`src/rtl/matrix_operand_loader.sv`:
```
// Streams eight signed elements into 2x2 operands A and B, pulses enable for one
// cycle to sample the downstream determinant, then holds the result until it is
// consumed. Defining MATRIX_LOADER_ABORT_EN adds an abort input.
module matrix_operand_loader #(
    parameter int unsigned WIDTH = 7
) (
    input  logic                 clk,
    input  logic                 reset,
    input  logic [WIDTH-1:0]     in_data,
    input  logic                 in_valid,
    output logic                 in_ready,
    output logic [4*WIDTH-1:0]   matA,
    output logic [4*WIDTH-1:0]   matB,
    output logic                 enable,
    input  logic [4*WIDTH-1:0]   determinant_in,
    output logic [4*WIDTH-1:0]   out_data,
    output logic                 out_valid,
`ifdef MATRIX_LOADER_ABORT_EN
    input  logic                 abort,
`endif
    input  logic                 out_ready
);

    localparam int unsigned MAT_W = 4 * WIDTH;

    typedef enum logic [1:0] {
        S_LOAD   = 2'd0,
        S_CALC   = 2'd1,
        S_RESULT = 2'd2
    } state_t;

    state_t             r_state;
    state_t             w_state_nxt;
    logic [2:0]         r_idx;
    logic [WIDTH-1:0]   r_a [4];
    logic [WIDTH-1:0]   r_b [4];
    logic [MAT_W-1:0]   r_out_data;
    logic               r_out_valid;

    logic               w_abort;
    logic               w_in_ready;
    logic               w_enable;
    logic               w_accept;
    logic               w_load_result;
    logic               w_release;

`ifdef MATRIX_LOADER_ABORT_EN
    assign w_abort = abort;
`else
    assign w_abort = 1'b0;
`endif

    // State register
    always_ff @(posedge clk) begin
        if (reset) begin
            r_state <= S_LOAD;
        end else begin
            r_state <= w_state_nxt;
        end
    end

    // Next-state and handshake decode; abort overrides every transition
    always_comb begin
        w_state_nxt   = r_state;
        w_in_ready    = 1'b0;
        w_enable      = 1'b0;
        w_accept      = 1'b0;
        w_load_result = 1'b0;
        w_release     = 1'b0;
        unique case (r_state)
            S_LOAD: begin
                w_in_ready = 1'b1;
                if (in_valid && !w_abort) begin
                    w_accept = 1'b1;
                    if (r_idx == 3'd7) begin
                        w_state_nxt = S_CALC;
                    end
                end
            end
            S_CALC: begin
                w_enable = 1'b1;
                if (!w_abort) begin
                    w_load_result = 1'b1;
                    w_state_nxt   = S_RESULT;
                end
            end
            S_RESULT: begin
                if (out_ready && !w_abort) begin
                    w_release   = 1'b1;
                    w_state_nxt = S_LOAD;
                end
            end
            default: begin
                w_state_nxt = S_LOAD;
            end
        endcase
        if (w_abort) begin
            w_state_nxt = S_LOAD;
        end
    end

    // Operand slots, element index and result register
    always_ff @(posedge clk) begin
        if (reset) begin
            r_idx       <= 3'd0;
            r_out_data  <= '0;
            r_out_valid <= 1'b0;
            for (int k = 0; k < 4; k++) begin
                r_a[k] <= '0;
                r_b[k] <= '0;
            end
        end else begin
            if (w_abort) begin
                r_idx <= 3'd0;
            end else if (w_accept) begin
                r_idx <= r_idx + 3'd1;
            end

            if (w_accept) begin
                if (r_idx[2]) begin
                    r_b[r_idx[1:0]] <= in_data;
                end else begin
                    r_a[r_idx[1:0]] <= in_data;
                end
            end

            if (w_load_result) begin
                r_out_data  <= determinant_in;
                r_out_valid <= 1'b1;
            end else if (w_release || w_abort) begin
                r_out_valid <= 1'b0;
            end
        end
    end

    assign in_ready  = w_in_ready;
    assign enable    = w_enable;
    assign matA      = {r_a[0], r_a[1], r_a[2], r_a[3]};
    assign matB      = {r_b[0], r_b[1], r_b[2], r_b[3]};
    assign out_data  = r_out_data;
    assign out_valid = r_out_valid;

endmodule

```
`config.mk`:
```
export PLATFORM = sky130hd
export DESIGN_NAME = matrix_operand_loader
export DESIGN_NICKNAME = d
export VERILOG_FILES = /design/src/rtl/matrix_operand_loader.sv
export SDC_FILE = /design/constraint.sdc
export NUM_CORES = 1
export LEC_CHECK = 0
export CAP_MARGIN = 20
export CORE_MARGIN = 5
export CORE_UTILIZATION = 35
export CTS_BUF_LIST = sky130_fd_sc_hd__clkbuf_16
export DETAILED_ROUTE_END_ITERATION = 8
export GPL_TIMING_DRIVEN = 0
export PLACE_DENSITY = 0.62
export SLEW_MARGIN = 20
export SYNTH_ARGS = -nofsm -noshare
export SYNTH_HDL_FRONTEND = slang
export SYNTH_SLANG_ARGS = --single-unit
```
`constraint.sdc`:
```
create_clock -name clk -period 2.6 [get_ports clk]
set_clock_uncertainty 0.2 [all_clocks]
set_input_delay 0.52 -clock clk [delete_from_list [all_inputs] [get_ports clk]]
set_output_delay 0.52 -clock clk [all_outputs]
set_load 0.005 [all_outputs]
```
* Word-level counts from Yosys, hierarchy flattened *
Memory sizes are Yosys's and may differ from the RTL's.
Index checks and enable logic that the tools add are counted.

word-level totals
  memories = 2
  word-level logic and storage cells = 46
  flip-flop bits (word level) = 34
  memory bits (writable) = 56
  output and inout bits = 87

cells by class
  reduce and logical (&&, ||, !) cells = 5
  mux-type cells = 28
  $add $sub $neg = 1
  equal/unequal tests = 6

memory list
  name  words  bits a word  read ports  clocked after memory_dff  write ports  line  RTL
  r_a   4      7            4           0                         4            35    logic [WIDTH-1:0] r_a [4];
  r_b   4      7            4           0                         4            36    logic [WIDTH-1:0] r_b [4];

operator list
  kind                                                  count
  2-to-1 mux 1 bit                                      20
  2-to-1 mux 7 bit                                      2
  OR reduction 7 bit                                    2
  2-to-1 mux 2 bit                                      5
  inequality test 2 bit (second input constant)         3
  one-hot mux 2 bit (3 select lines)                    1
  adder 3 x 1 -> 3 bit (second input constant)          1
  equality test 3 bit (second input constant)           1
  AND reduction 3 bit                                   1
  equality test 2 x 1 -> 1 bit (second input constant)  1
  equality test 2 bit (second input constant)           1
  logical NOT 2 bit                                     1
  nonzero test 2 bit                                    1

* Longest topological paths before layout *
  depth in word-level cells = 7
  mapped depth = 5

* Worst setup path after synthesis *
Ideal clock, no wire load.

  kind = input -> register
  start point = input port reset
  end point = memory r_a[1][0] (enable)
  path slack = 362 ps
  stages = 4
  arrival = 1731 ps
  cell sequence = clkbuf_2 > or4b_4 > nor4b_4 > or2_2

RTL lines
  element      line  RTL
  from (decl)  8     input logic reset,
  to (decl)    35

==> flow_metrics.env <==
export IMPL_dpl_hpwl_um=6090
export IMPL_synth_seq_cells=90
export IMPL_reg2reg_depth=4
export IMPL_rows=36
export IMPL_cp_slowest_stage_delay_ns=0.50
export IMPL_cts_tree="done"
export IMPL_rsz0062_at_grt="yes"
export IMPL_max_freq_mhz=401
export IMPL_clk_path_buf_depth=2
export IMPL_ys_flop_type="edfxtp_1"
export IMPL_drt_initial_drc_count=65
export IMPL_maxSlewHeadroom_pct=57.4
export IMPL_drtAntennaViolNets=0
export IMPL_antenna_found_initial=0
export IMPL_tns_ns=0
export IMPL_ff2ff_setup_slack_ns=0.39
export IMPL_vias=2467
export IMPL_holdPathStages=2
export IMPL_holdPathEnd="out_data[0]$_SDFFE_PP0P_"
export IMPL_grt_use_total_pct=14.5
export IMPL_io_pins=126
export IMPL_area_growth_pct=49.9
export IMPL_hp_start="out_data[0]$_SDFFE_PP0P_"
export IMPL_fp_coreArea_um2=9640
export IMPL_final_common_cell="clkdlybuf4s50_1"
export IMPL_wire_per_inst_um=14.8
export IMPL_worstMarginPinSlew_ns=0.634
export IMPL_drive_above_1_share_pct=7.13
export IMPL_slowest_stage="nor3b_2"
export IMPL_pre_cts_ws_ns=-0.236
export IMPL_die_h_um=109
export IMPL_synth_area_per_cell_um2=12.1
export IMPL_clk_pin_slew_ns=0.06
export IMPL_crit_type="primary input to flop"
export IMPL_numCtsBuffers=9
export IMPL_synthArstFlopShare_pct=0
export IMPL_die_x_um=109
export IMPL_synthCells=282
export IMPL_period_needed_ns=2.49
export IMPL_critPathCaptureType="flop"
export IMPL_syn_num_nets=323
export IMPL_worst_path_buf_inv=2
export IMPL_htreeDepth=3
export IMPL_leakagePower_nw=1.89
export IMPL_outcome="complete, no violations"
export IMPL_final_cell_mix="124 x clkdlybuf4s50_1, 56 x nand2_1, 56 x edfxtp_1"
export IMPL_synth_cell_type_count=31
export IMPL_cts_setup_buffers=0
export IMPL_drt_wl_total_um=8200
export IMPL_setup_violations=0
export IMPL_overflow=0
export IMPL_holdCritPathClass="flop to flop"
export IMPL_synth_area_top_cells="edfxtp_1 49%, dfxtp_1 20%, and2_1 7.7%"
export IMPL_grt_pass1_wl_um=13000
export IMPL_cp_start_kind="primary input"
export IMPL_io_buffers=124
export IMPL_firstDrtPassIters=4
export IMPL_yosysTopAreaCell="edfxtp_1"
export IMPL_ctsHoldBuffers=0
export IMPL_avgViaCountPerCell=4.45
export IMPL_required_ns=2.41
export IMPL_yosys_area_top_type_share_pct=49.1
export IMPL_grt_start_max_net_pins=17
export IMPL_grt_pass1_vias=2477
export IMPL_fin_area_um2=5130
export IMPL_power_density_nw_per_um2=610
export IMPL_seq_area_frac_synth_pct=69.0
export IMPL_finalHoldViolations=0
export IMPL_cp_max_fo=10
export IMPL_r2r_start="r_state[1]$_SDFFE_PP0P_"
export IMPL_total_power_mw=3.13
export IMPL_place_congestion=0.704
export IMPL_cp_cell_sequence="clkdlybuf4s50_1 -> nor3b_2 -> and2_0 -> clkbuf_1 -> a21o_1"
export IMPL_peakVddDrop_mv=0.312
export IMPL_r2r_end="r_a[2][0]$_SDFFCE_PN0P_"
export IMPL_cts_sinks=90
export IMPL_finalNetCount=457
export IMPL_crit_family="buffers and inverters"
export IMPL_yosysWarningCount=0
export IMPL_cp_arrival_ns=2.30
export IMPL_fin_ws_ns=0.109
export IMPL_diodes=0
export IMPL_clkLatencyLatePin_ns=0.33
export IMPL_postPlaceCellArea_um2=4830
export IMPL_die_area_um2=11900
export IMPL_drv_slew=0
export IMPL_syn_cell_area_um2=3430
export IMPL_synth_edf_count=56
export IMPL_clockRootBuffer="clkbuf_16"
export IMPL_ctsResizeCount=0
export IMPL_drc=0
export IMPL_max_cap_viol_count=0
export IMPL_initial_utilization_pct=35.5
export IMPL_finalCritPeriodShare_pct=95.8
## cells by family after synthesis
family	count (synthesis)	synth area share, %
AO/OA/AOI/OAI	35	5.62
XOR/XNOR	1	0.256
multiplexers	2	0.584
adder cells (fa/ha/maj)	2	0.730
flip-flops	90	69.0
buffers and inverters	17	1.97
AND/OR/NAND/NOR	135	21.9
## flip-flops by register name (all words and copies together) (netlist names)
register / cells
out_data: 28
r_a: 28
r_b: 28
r_idx: 3
r_state: 2
out_valid: 1
## cells in the mapped netlist, types with 2 or more instances
cell type	instances
edfxtp_1	56
nand2_1	56
and2_1	42
dfxtp_1	34
a21oi_1	29
and3_1	15
clkbuf_1	11
nor2_1	6
or2_2	3
a21o_1	2
a31o_2	2
buf_2	2
ha_1	2
inv_1	2
mux2i_1	2
nor3b_2	2
nor4b_4	2
## final cells by class
type | count | area [µm²]
Clock inverter | 7 | 78.8
Timing Repair Buffer | 124 | 1240
Clock buffer | 9 | 225
Sequential cell | 90 | 2360
Inverter | 2 | 7.51
Tap cell | 133 | 166
Multi-Input combinational cell | 175 | 996
Buffer | 14 | 56.3
Fill cell | 902 | 4510
## per-stage QoR
stage | std cells | util [%] | hold slack [ns]
2_1_floorplan | 282 | - | 0.253
3_3_place_gp | 539 | 50.1 | 0.240
3_5_place_dp | 539 | 50.1 | 0.249
4_1_cts | 554 | 53.3 | 0.255
5_1_grt | 554 | 53.3 | 0.271
6_report | 554 | 53.3 | 0.254
## power by group
part | internal [mW] | switching [mW] | total (mW)
logic | 0.146 | 0.0982 | 0.244
clock network | 0.755 | 0.548 | 1.30
registers | 1.56 | 0.0219 | 1.59
total | 2.46 | 0.668 | 3.13
## layer usage
metal	vias to the layer above	part of all wire (%)	wire length [µm]	global-route usage, %
li1	1240	-	-	-
met1	1114	45	3660	18.3
met2	107	42	3470	21.6
met3	6	12	978	6.87
met4	0	1.2	98	5.41
met5	-	0	0	0
## tightest hold or removal path: cells and delay by family (launching register included)
| family | cells | cell delay, ns |
|---|---|---|
| AO/OA/AOI/OAI | 1 | 0.05 |
| flip-flops | 1 | 0.31 |
| AND/OR/NAND/NOR | 1 | 0.05 |
## worst max path at each step
stage / startpoint / to / cells after the start
6_report: in_valid / r_a[2][0]$_SDFFCE_PN0P_ / 5
3_5_place_dp: in_valid / r_a[2][3]$_SDFFCE_PN0P_ / 5
5_1_grt: in_valid / r_a[2][0]$_SDFFCE_PN0P_ / 5
4_1_cts: r_state[1]$_SDFFE_PP0P_ / enable / 3
3_3_place_gp: in_valid / r_a[2][5]$_SDFFCE_PN0P_ / 5
2_1_floorplan: reset / r_a[1][0]$_SDFFCE_PN0P_ / 4
Power figures use the tool's default switching activity.
